**src/rtl/cpu_sequencer.sv**
```systemverilog
// Multi-cycle control sequencer: fetch -> decode -> execute -> mem/writeback,
// driving IR/PC/register-file/data-memory enables and counting retired instructions.
module cpu_sequencer #(
    parameter int unsigned TIMEOUT_CYCLES = 16,
    parameter int unsigned CNT_W          = 32
) (
    input  logic             clk,
    input  logic             rst_n,
    input  logic             start,
    input  logic [5:0]       opcode,
    input  logic             imem_ready,
    input  logic             dmem_ready,
    input  logic             branch_cond,
    output logic             imem_req,
    output logic             ir_load,
    output logic             pc_enable,
    output logic             pc_load_branch,
    output logic             reg_write_en,
    output logic             dmem_req,
    output logic             dmem_we,
    output logic             halted,
    output logic             fault,
    output logic [2:0]       state,
    output logic [CNT_W-1:0] instr_count
);

    typedef enum logic [2:0] {
        S_IDLE   = 3'd0,
        S_FETCH  = 3'd1,
        S_DECODE = 3'd2,
        S_EXEC   = 3'd3,
        S_MEM    = 3'd4,
        S_WB     = 3'd5,
        S_HALT   = 3'd6,
        S_FAULT  = 3'd7
    } state_t;

    localparam int unsigned        WAIT_W    = $clog2(TIMEOUT_CYCLES + 1);
    localparam logic [WAIT_W-1:0]  WAIT_LAST = WAIT_W'(TIMEOUT_CYCLES - 1);

    state_t            state_q;
    logic [WAIT_W-1:0] wait_q;
    logic [CNT_W-1:0]  count_q;
    logic              is_alu;
    logic              is_branch;
    logic              is_store;

    assign is_alu      = (opcode != 6'd0) && (opcode <= 6'd23);
    assign is_branch   = (opcode >= 6'd28);
    assign is_store    = opcode[0];
    assign state       = state_q;
    assign instr_count = count_q;

    // Moore decodes of state; the ready/branch_cond terms are the only input paths.
    always_comb begin
        imem_req       = 1'b0;
        ir_load        = 1'b0;
        pc_enable      = 1'b0;
        pc_load_branch = 1'b0;
        reg_write_en   = 1'b0;
        dmem_req       = 1'b0;
        dmem_we        = 1'b0;
        halted         = 1'b0;
        fault          = 1'b0;
        case (state_q)
            S_FETCH: begin
                imem_req = 1'b1;
                ir_load  = imem_ready;
            end
            S_EXEC: begin
                if (is_branch) begin
                    pc_enable      = 1'b1;
                    pc_load_branch = branch_cond;
                end
            end
            S_MEM: begin
                dmem_req  = 1'b1;
                dmem_we   = is_store;
                pc_enable = dmem_ready && is_store;
            end
            S_WB: begin
                reg_write_en = 1'b1;
                pc_enable    = 1'b1;
            end
            S_HALT:  halted = 1'b1;
            S_FAULT: fault  = 1'b1;
            default: ;
        endcase
    end

    always_ff @(posedge clk) begin
        if (!rst_n) begin
            state_q <= S_IDLE;
            wait_q  <= '0;
            count_q <= '0;
        end else begin
            if (pc_enable) count_q <= count_q + 1'b1;
            case (state_q)
                S_IDLE: begin
                    if (start) begin
                        state_q <= S_FETCH;
                        wait_q  <= '0;
                    end
                end
                S_FETCH: begin
                    if (imem_ready)               state_q <= S_DECODE;
                    else if (wait_q == WAIT_LAST) state_q <= S_FAULT;
                    else                          wait_q  <= wait_q + 1'b1;
                end
                S_DECODE: state_q <= (opcode == 6'd0) ? S_HALT : S_EXEC;
                S_EXEC: begin
                    wait_q <= '0;
                    if (is_branch)   state_q <= S_FETCH;
                    else if (is_alu) state_q <= S_WB;
                    else             state_q <= S_MEM;
                end
                S_MEM: begin
                    if (dmem_ready) begin
                        state_q <= is_store ? S_FETCH : S_WB;
                        wait_q  <= '0;
                    end else if (wait_q == WAIT_LAST) begin
                        state_q <= S_FAULT;
                    end else begin
                        wait_q <= wait_q + 1'b1;
                    end
                end
                S_WB: begin
                    state_q <= S_FETCH;
                    wait_q  <= '0;
                end
                S_HALT:  state_q <= S_HALT;
                S_FAULT: state_q <= S_FAULT;
                default: state_q <= S_IDLE;
            endcase
        end
    end

endmodule

```
**config.mk**
```make
export PLATFORM = sky130hd
export DESIGN_NAME = cpu_sequencer
export DESIGN_NICKNAME = d
export VERILOG_FILES = /design/src/rtl/cpu_sequencer.sv
export SDC_FILE = /design/constraint.sdc
export NUM_CORES = 1
export LEC_CHECK = 0
export CORE_MARGIN = 2
export CORE_UTILIZATION = 30
export DETAILED_ROUTE_END_ITERATION = 16
export GPL_ROUTABILITY_DRIVEN = 0
export GPL_TIMING_DRIVEN = 1
export PLACE_DENSITY = 0.61
export SKIP_LAST_GASP = 1
export SYNTH_ARGS = -nofsm -noshare
export SYNTH_HDL_FRONTEND = slang
export SYNTH_SLANG_ARGS = --single-unit
```
**constraint.sdc**
```tcl
create_clock -name clk -period 3.1 [get_ports clk]
set_input_delay 0.31 -clock clk [delete_from_list [all_inputs] [get_ports clk]]
set_output_delay 0.31 -clock clk [all_outputs]
set_load 0.01 [all_outputs]
```
### Yosys cells after proc, flatten, opt, wreduce, memory -nomap -nowiden

Index checks and enable logic that the tools add are counted.

* register bits after elaboration: 40
* bits of input ports: 12

* eq/ne operators: 10
* order comparisons: 2
* add/subtract/negate cells: 2
* mux-type cells: 25
* reduce and logical (&&, ||, !) cells: 8

Operators by type and width (count)
* 32-bit by 1-bit adder with 32-bit output, second input constant: 1
* 3-bit one-hot mux with 8 select lines: 1
* 3-bit two-way mux: 7
* 5-bit two-way mux: 4
* 5-bit one-hot mux with 4 select lines: 1
* 3-bit == test, second input constant: 4
* 1-bit two-way mux: 11
* 3-bit by 2-bit == test with 1-bit output, second input constant: 2
* 6-bit by 5-bit greater-or-equal comparator with 1-bit output, second input constant: 1
* 6-bit by 5-bit less-or-equal comparator with 1-bit output, second input constant: 1
* 6-bit zero test: 1
* 6-bit nonzero test: 1
* 5-bit by 1-bit adder with 5-bit output, second input constant: 1
* 5-bit by 4-bit == test with 1-bit output, second input constant: 1
* 2-bit != test, second input constant: 2
* 4-bit nonzero test: 1
* 3-bit by 1-bit == test with 1-bit output, second input constant: 1
* 3-bit zero test: 1
* 1-bit one-hot mux with 3 select lines: 1
* 3-bit AND reduction: 1
* 1-bit logical AND: 2
* 2-bit OR reduction: 1

### Depth between registers and ports, before layout

Gate-level depths: netlist (run 1).

* depth after elaboration: 5
* mapped depth: 7

### Worst setup path after synthesis (run 1)

Ideal clock, no wire load.

* path type: register to register
* from: reg count_q[0] (netlist: instr_count[0])
* to: reg count_q[28] (netlist: instr_count[28])
* arrival: 1.625 ns
* setup slack: 1.403 ns
* library setup time: 0.072 ns
* data required time: 3.028 ns
* stages on the path, launching flop included: 7
* period minus slack after synthesis: 1.697 ns
* cell sequence: dfxtp_1 ha_1 and4_1 nand2_1 clkbuf_1 nor4_1 mux2i_1

* longest elaborated chain between the ends: 1

Ends and longest elaborated chain
* start, declared: line 43 `logic [CNT_W-1:0] count_q;`
* start signal, assigned: line 97 `if (pc_enable) count_q <= count_q + 1'b1;`
* 32-bit by 1-bit adder with 32-bit output: line 97

No other way between the ends.
A chain may end at the register's enable or synchronous reset.

### Final worst setup path (run 1)

* from: reg state_q[2] (netlist: state[2])
* to: out pc_enable

* longest elaborated chain between the ends: 2
* elaborated cells on any way between the ends: 4
* those cells by class: eq/ne (3); mux (1)

Ends and longest elaborated chain
* start, declared: line 41 `state_t state_q;`
* start signal, assigned: line 110 `S_DECODE: state_q <= (opcode == 6'd0) ? S_HALT : S_EXEC;`
* start signal, assigned: line 119 `state_q <= is_store ? S_FETCH : S_WB;`
* 3-bit == test or 3-bit by 2-bit == test with 1-bit output (tied branches): line 65 `case (state_q)`
* 1-bit one-hot mux with 3 select lines *: line 65
* end, declared: line 16 `output logic pc_enable,`

Mark *: on every way between the ends. The rest lies on a longest branch, timed or not.

==> impl_results.md, run 1 <==
- WP data required: 2790 ps
- Worst-case reg-to-reg path depth: 5
- Starting Density: 31.0%
- Sequence of cells on the critical path: nand3b_4, o22a_1, clkinv_1, clkdlybuf4s50_1
- FF-to-FF Start: state[2]
- CTS tree: done
- Share of the synthesized area in the top cell type: 35.4%
- Tmin final: 2450 ps
- Tightest Pin Transition: 586 ps
- Clk root buf: clkbuf_8
- Hpwl dp: 4010 um
- Sequential fraction of the synthesis area: 35.4%
- Outcome: completed
- Asr flop ratio synth: 0%
- Max_slew headroom: 60.7%
- Global route overflow: 0
- Layout area overhead: 32.0%
- Dominant cell type by area after synthesis: dfxtp_1
- First-pass GRT wire length: 9680 um
- Synth area leaders: dfxtp_1 (35%), mux2i_1 (8.4%), nand2b_1 (6.1%)
- Post-cts sizing count: 0
- P_leak: 0.971 nW
- Post-synth EDFFs: 0
- RSZ-0062 raised after global routing: no
- Slowest-stage cell, CP: dfxtp_1
- Synth Warn #: 0
- Destination of the worst hold path: wait_q[4]
- Final-stage net count: 336
- Pin count of the biggest net entering global routing: 41
- 1st-iter DRT viols: 110
- Area of the core: 7290 sq um
- Die extent in x: 90.9 um
- Setup Skew: 7.48 ps
- Worst Hold Depth: 2
- Die H: 90.9 um
- Vias in the first global route: 2,010
- WL/cell: 13.6 um
- Clk buf depth: 2
- Worst Path Arrival: 2140 ps
- R2R Setup Slk: 1020 ps
- Crit. Startpoint: state[2]
- End of the worst register-to-register path: instr_count[12]
- Dpl cells: 414
- Post-CTS Setup Inserts: 0
- F_max: 0.409 GHz
- Die footprint: 8260 sq um
- Max Slew Vio Count: 0
- Layout Cells excl Fill: 422
- Antenna Nets Post-Route: 0
- Final TNS setup: 0 ps
- Setup crit start kind: flip-flop
- Yosys cell types: 47
- Final setup vio count: 0
- Hold crit path type: flip-flop to flip-flop
- Crit path kind: flip-flop to output pin
- Max_cap viols: 0
- Mapped Cells: 273
- Initial antenna violation count: 0
- Cell Pwr Density: 357 nW/um^2
- Clk pin slew, worst setup/hold paths: 80 ps
- Pwr Total: 1.07 mW
- Clk_lat worst skew: 290 ps
- VDD IR-drop max: 0.000148 V
- # fillers: 778
- Critical hold path startpoint: wait_q[4]
- Post-Syn Nets: 287
- Hold_buf cts: 0
- H-tree Lvls: 2
- Final Cycle Share: 78.9%
- # clock sinks: 40
- CP max FO: 18
- DRC: 0
- Share of layout cells above drive strength 1: 4.33%
- Final Hold Vio Count: 0
- Num CTS Buffers: 5
- All-layer global routing usage: 14.0%
- Crit. End Element: output pin
- Seq cells post-synth: 40
- Rows: 31
- Vias: 2,207
- DR vias/cell: 5.23
- WL final: 5730 um
- Count of port buffers added during placement: 55
- Top_reg_cell synth: dfxtp_1
- CP max stage delay: 640 ps
- Avg Synthesized Cell Area: 8.29 sq um
- Post-Syn Area: 2260 sq um
- Detailed Routing Iterations Pass 1: 4
- N_diodes: 0
- # IOs: 56
## cell families (layout without fill, tap and decap cells)
logic type	Yosys count	after routing	share of synthesized area [%]
compound gates	53	53	14.4
xor+xnor	1	1	0.387
mux	19	19	8.40
fa+ha+maj	2	2	1.11
simple gates	137	137	35.9
flops	40	40	35.4
buf+inv	21	71	4.42
## cells in the mapped netlist, drive strengths merged (2+ instances only)
library cell	count
a21oi	23
and4	7
ha	2
mux2i	19
nand3	12
nand2	31
a221oi	2
o41ai	2
and2	5
nand4b	2
or4	5
o21ai	11
clkinv	2
o31ai	5
nand2b	22
dfxtp	40
buf	6
nor3b	2
nor3	2
inv	3
clkbuf	10
a31oi	2
nor2b	2
nor2	7
nor4bb	2
nor4	13
or3	6
and3	6
nand4	8
## report_power, final
part,internal (mW),switching [mW]
combinational,0.0519,0.0628
clock,0.239,0.183
sequential,0.518,0.0113
total,0.809,0.257
## cell usage in the layout (no fill, tap or decap), drive strengths merged, types with 2 or more instances in the layout
master         instances
o21ai                 11
ha                     2
nand3                 12
nand2                 31
and4                   7
inv                    3
and3                   6
or3                    6
nor4bb                 2
nor3b                  2
a31oi                  2
a221oi                 2
and2                   5
nand4b                 2
nand4                  8
dfxtp                 40
nand2b                22
buf                    3
nor3                   2
o41ai                  2
clkinv                 3
nor2b                  2
or4                    5
clkbuf                 6
clkdlybuf4s50         55
a21oi                 23
o31ai                  5
nor2                   7
mux2i                 19
nor4                  13
## flip-flops by register name, indices dropped and copies added (netlist names)
register and count:
state 3, instr_count 32, wait_q 5
## worst max path at each step
stage	to	slack, ps
floorplan	instr_count[28]	1400
global placement	pc_enable	760
detailed placement	pc_enable	680
CTS	pc_enable	660
global route	pc_enable	500
finish	pc_enable	650
## critical path: cells and delay by family (launching register included)
kind / cells / cell delay (ps)
flops: 1 / 640
compound gates: 1 / 160
simple gates: 1 / 240
buf+inv: 2 / 800
## metrics by stage
step	cell area, sq um	utilization, %	hold WS (ps)	worst slack [ps]
after floorplan	2260	-	423	1400
after global placement	2880	39.5	437	756
after detailed placement	2880	39.5	443	682
after CTS	2990	41.0	456	656
after global routing	2990	41.0	496	501
final	2990	41.0	455	654
## layout make-up
| type | instances | area (sq um) | area share [%] |
|---|---|---|---|
| timing repair buffer | 58 | 573 | 19.2 |
| clock buffer | 6 | 72.6 | 2.43 |
| sequential | 40 | 801 | 26.8 |
| clock inverter | 2 | 35.0 | 1.17 |
| inverter | 5 | 18.8 | 0.628 |
| tap | 99 | 124 | 4.15 |
| multi-input combinational | 212 | 1360 | 45.6 |
## routing by layer
| metal | global-route usage [%] | vias to the layer above | wire (um) |
|---|---|---|---|
| met4 | 4.42 | 0 | 73 |
| met1 | 17.7 | 1043 | 2700 |
| met3 | 3.51 | 6 | 297 |
| met2 | 23.3 | 43 | 2670 |
| li1 | - | 1115 | - |
| met5 | 0 | - | 0 |
Power figures use the tool's default switching activity.
==> run 2: changes to the inputs <==
Clock period 3.1 ns to 2.3 ns, I/O delays scaled along.
==> impl_results.md, run 2 (same netlist as run 1, synthesis figures left out) <==
- Setup Skew: 4.27 ps
- # IOs: 56
- Starting Density: 31.0%
- Area of the core: 7290 sq um
- Post-cts sizing count: 0
- Post-CTS Setup Inserts: 0
- VDD IR-drop max: 0.000169 V
- H-tree Lvls: 2
- N_diodes: 0
- Switching Share: 25.2%
- Max_cap viols: 0
- Cell Pwr Density: 462 nW/um^2
- CTS tree: done
- Power share of the sequential group: 51.4%
- Most common cell after layout, fill and taps aside: clkdlybuf4s50_1
- Die footprint: 8260 sq um
- Hold_buf cts: 0
- Final setup vio count: 0
- DR vias/cell: 5.28
- Count of port buffers added during placement: 55
- R2R Setup Slk: 340 ps
- Crit. End Element: output pin
- Final Cycle Share: 93.2%
- Clk root buf: clkbuf_8
- Num CTS Buffers: 5
- Crit path kind: flip-flop to output pin
- Max_slew headroom: 59.4%
- Layout area overhead: 33.0%
- Tmin final: 2140 ps
- First-pass GRT wire length: 9940 um
- Tightest Pin Transition: 605 ps
- Pwr Total: 1.39 mW
- Final TNS setup: 0 ps
- Share of layout cells above drive strength 1: 5.23%
- Hold crit path type: flip-flop to flip-flop
- Setup crit start kind: flip-flop
- Clk_lat worst skew: 290 ps
- Max FFs per register: 32
- Clk pin slew, worst setup/hold paths: 80 ps
- End of the worst register-to-register path: instr_count[28]
- Final-stage net count: 339
- RSZ-0062 raised after global routing: no
- Antenna Nets Post-Route: 0
- Most frequent cells in the layout: clkdlybuf4s50_1 (55), dfxtp_1 (40), nand2_1 (31)
- Detailed Routing Iterations Pass 1: 4
- P_leak: 0.988 nW
- WL final: 5920 um
- Vias: 2,237
- Worst Path Arrival: 1910 ps
- Worst-case reg-to-reg path depth: 5
- CP max FO: 14
- Pin count of the biggest net entering global routing: 41
- Post-place setup slack: 244 ps
- Internal power: 1.04 mW
- Hpwl dp: 4170 um
- F_max: 0.467 GHz
- WL/cell: 14.0 um
- Die extent in x: 90.9 um
- Final Hold Vio Count: 0
- Psw: 0.350 mW
- 1st-iter DRT viols: 155
- Initial antenna violation count: 0
- Power share of the clock group: 37.2%
- Clk buf depth: 2
- Outcome: completed
- Destination of the worst hold path: wait_q[4]
- Rows: 31
- Die H: 90.9 um
- Critical hold path startpoint: wait_q[4]
- Vias in the first global route: 2,024
- All-layer global routing usage: 14.6%
- Worst Hold Depth: 2
- Post-route worst setup slack: 157 ps
- WP data required: 2070 ps
- DRC: 0
- Combinational share of power: 11.5%
- Max Slew Vio Count: 0
- FF-to-FF Start: instr_count[0]
- # clock sinks: 40
- Global route overflow: 0
[run 2: changes by cell type in the layout (fill, tap and decap cells not counted), sizes merged]
cell	delta
clkinv	-1
bufinv	-1
clkbuf	+1
buf	+3
[run 2: layout make-up]
| cell class | instances | area (sq um) |
|---|---|---|
| Clock buffer | 7 | 96.3 |
| Tap cell | 99 | 124 |
| Fill cell | 761 | 4280 |
| Inverter | 5 | 18.8 |
| Timing Repair Buffer | 61 | 608 |
| Multi-Input combinational cell | 212 | 1360 |
| Sequential cell | 40 | 801 |
[run 2: stage by stage]
stage / std cells / instance area, sq um / hold WS, ps / util, %
2_1_floorplan: 273 / 2260 / 379 / -
3_3_place_gp: 417 / 2910 / 439 / 40.0
3_5_place_dp: 417 / 2910 / 454 / 40.0
4_1_cts: 424 / 3010 / 467 / 41.3
5_1_grt: 424 / 3010 / 490 / 41.3
6_report: 424 / 3010 / 462 / 41.3
[run 2: layer usage]
layer	track usage (%)	wire (um)	up-vias
met2	23.1	2720	50
li1	-	-	1126
met1	19.2	2840	1050
met5	0	0	-
met3	3.42	221	11
met4	5.93	141	0
[run 2: how the worst max path moves through the flow]
| stage | from | endpoint | slack (ps) | cells past startpoint |
|---|---|---|---|---|
| after global placement | opcode[4] | instr_count[19] | 290 | 6 |
| after CTS | state[0] | pc_enable | 130 | 4 |
| after global routing | state[0] | pc_enable | 30 | 4 |
| after floorplan | instr_count[0] | instr_count[28] | 600 | 6 |
| final | state[0] | pc_enable | 160 | 4 |
| after detailed placement | opcode[3] | instr_count[16] | 240 | 6 |
[run 2: power groups by stage]
stage               sequential [mW]  clock [mW]  combinational, mW
floorplan                     0.724           0             0.0987
global placement              0.730           0              0.159
detailed placement            0.730           0              0.160
CTS                           0.714       0.532              0.160
global route                  0.716       0.562              0.175
finish                        0.714       0.516              0.159
[run 2: critical path, cell delays in order, from the launching register on]
cell and delay [ps]:
dfxtp_1 630, nand3b_4 110, o22a_1 250, clkinv_1 90
clkdlybuf4s50_1 540
==> run 3: changes to the inputs <==
Settings changed: CTS_BUF_LIST set to sky130_fd_sc_hd__clkbuf_2 sky130_fd_sc_hd__clkbuf_4 sky130_fd_sc_hd__clkbuf_8.
==> results of run 3 <==
Final layout, timing and power as in run 2 (identical DEF).
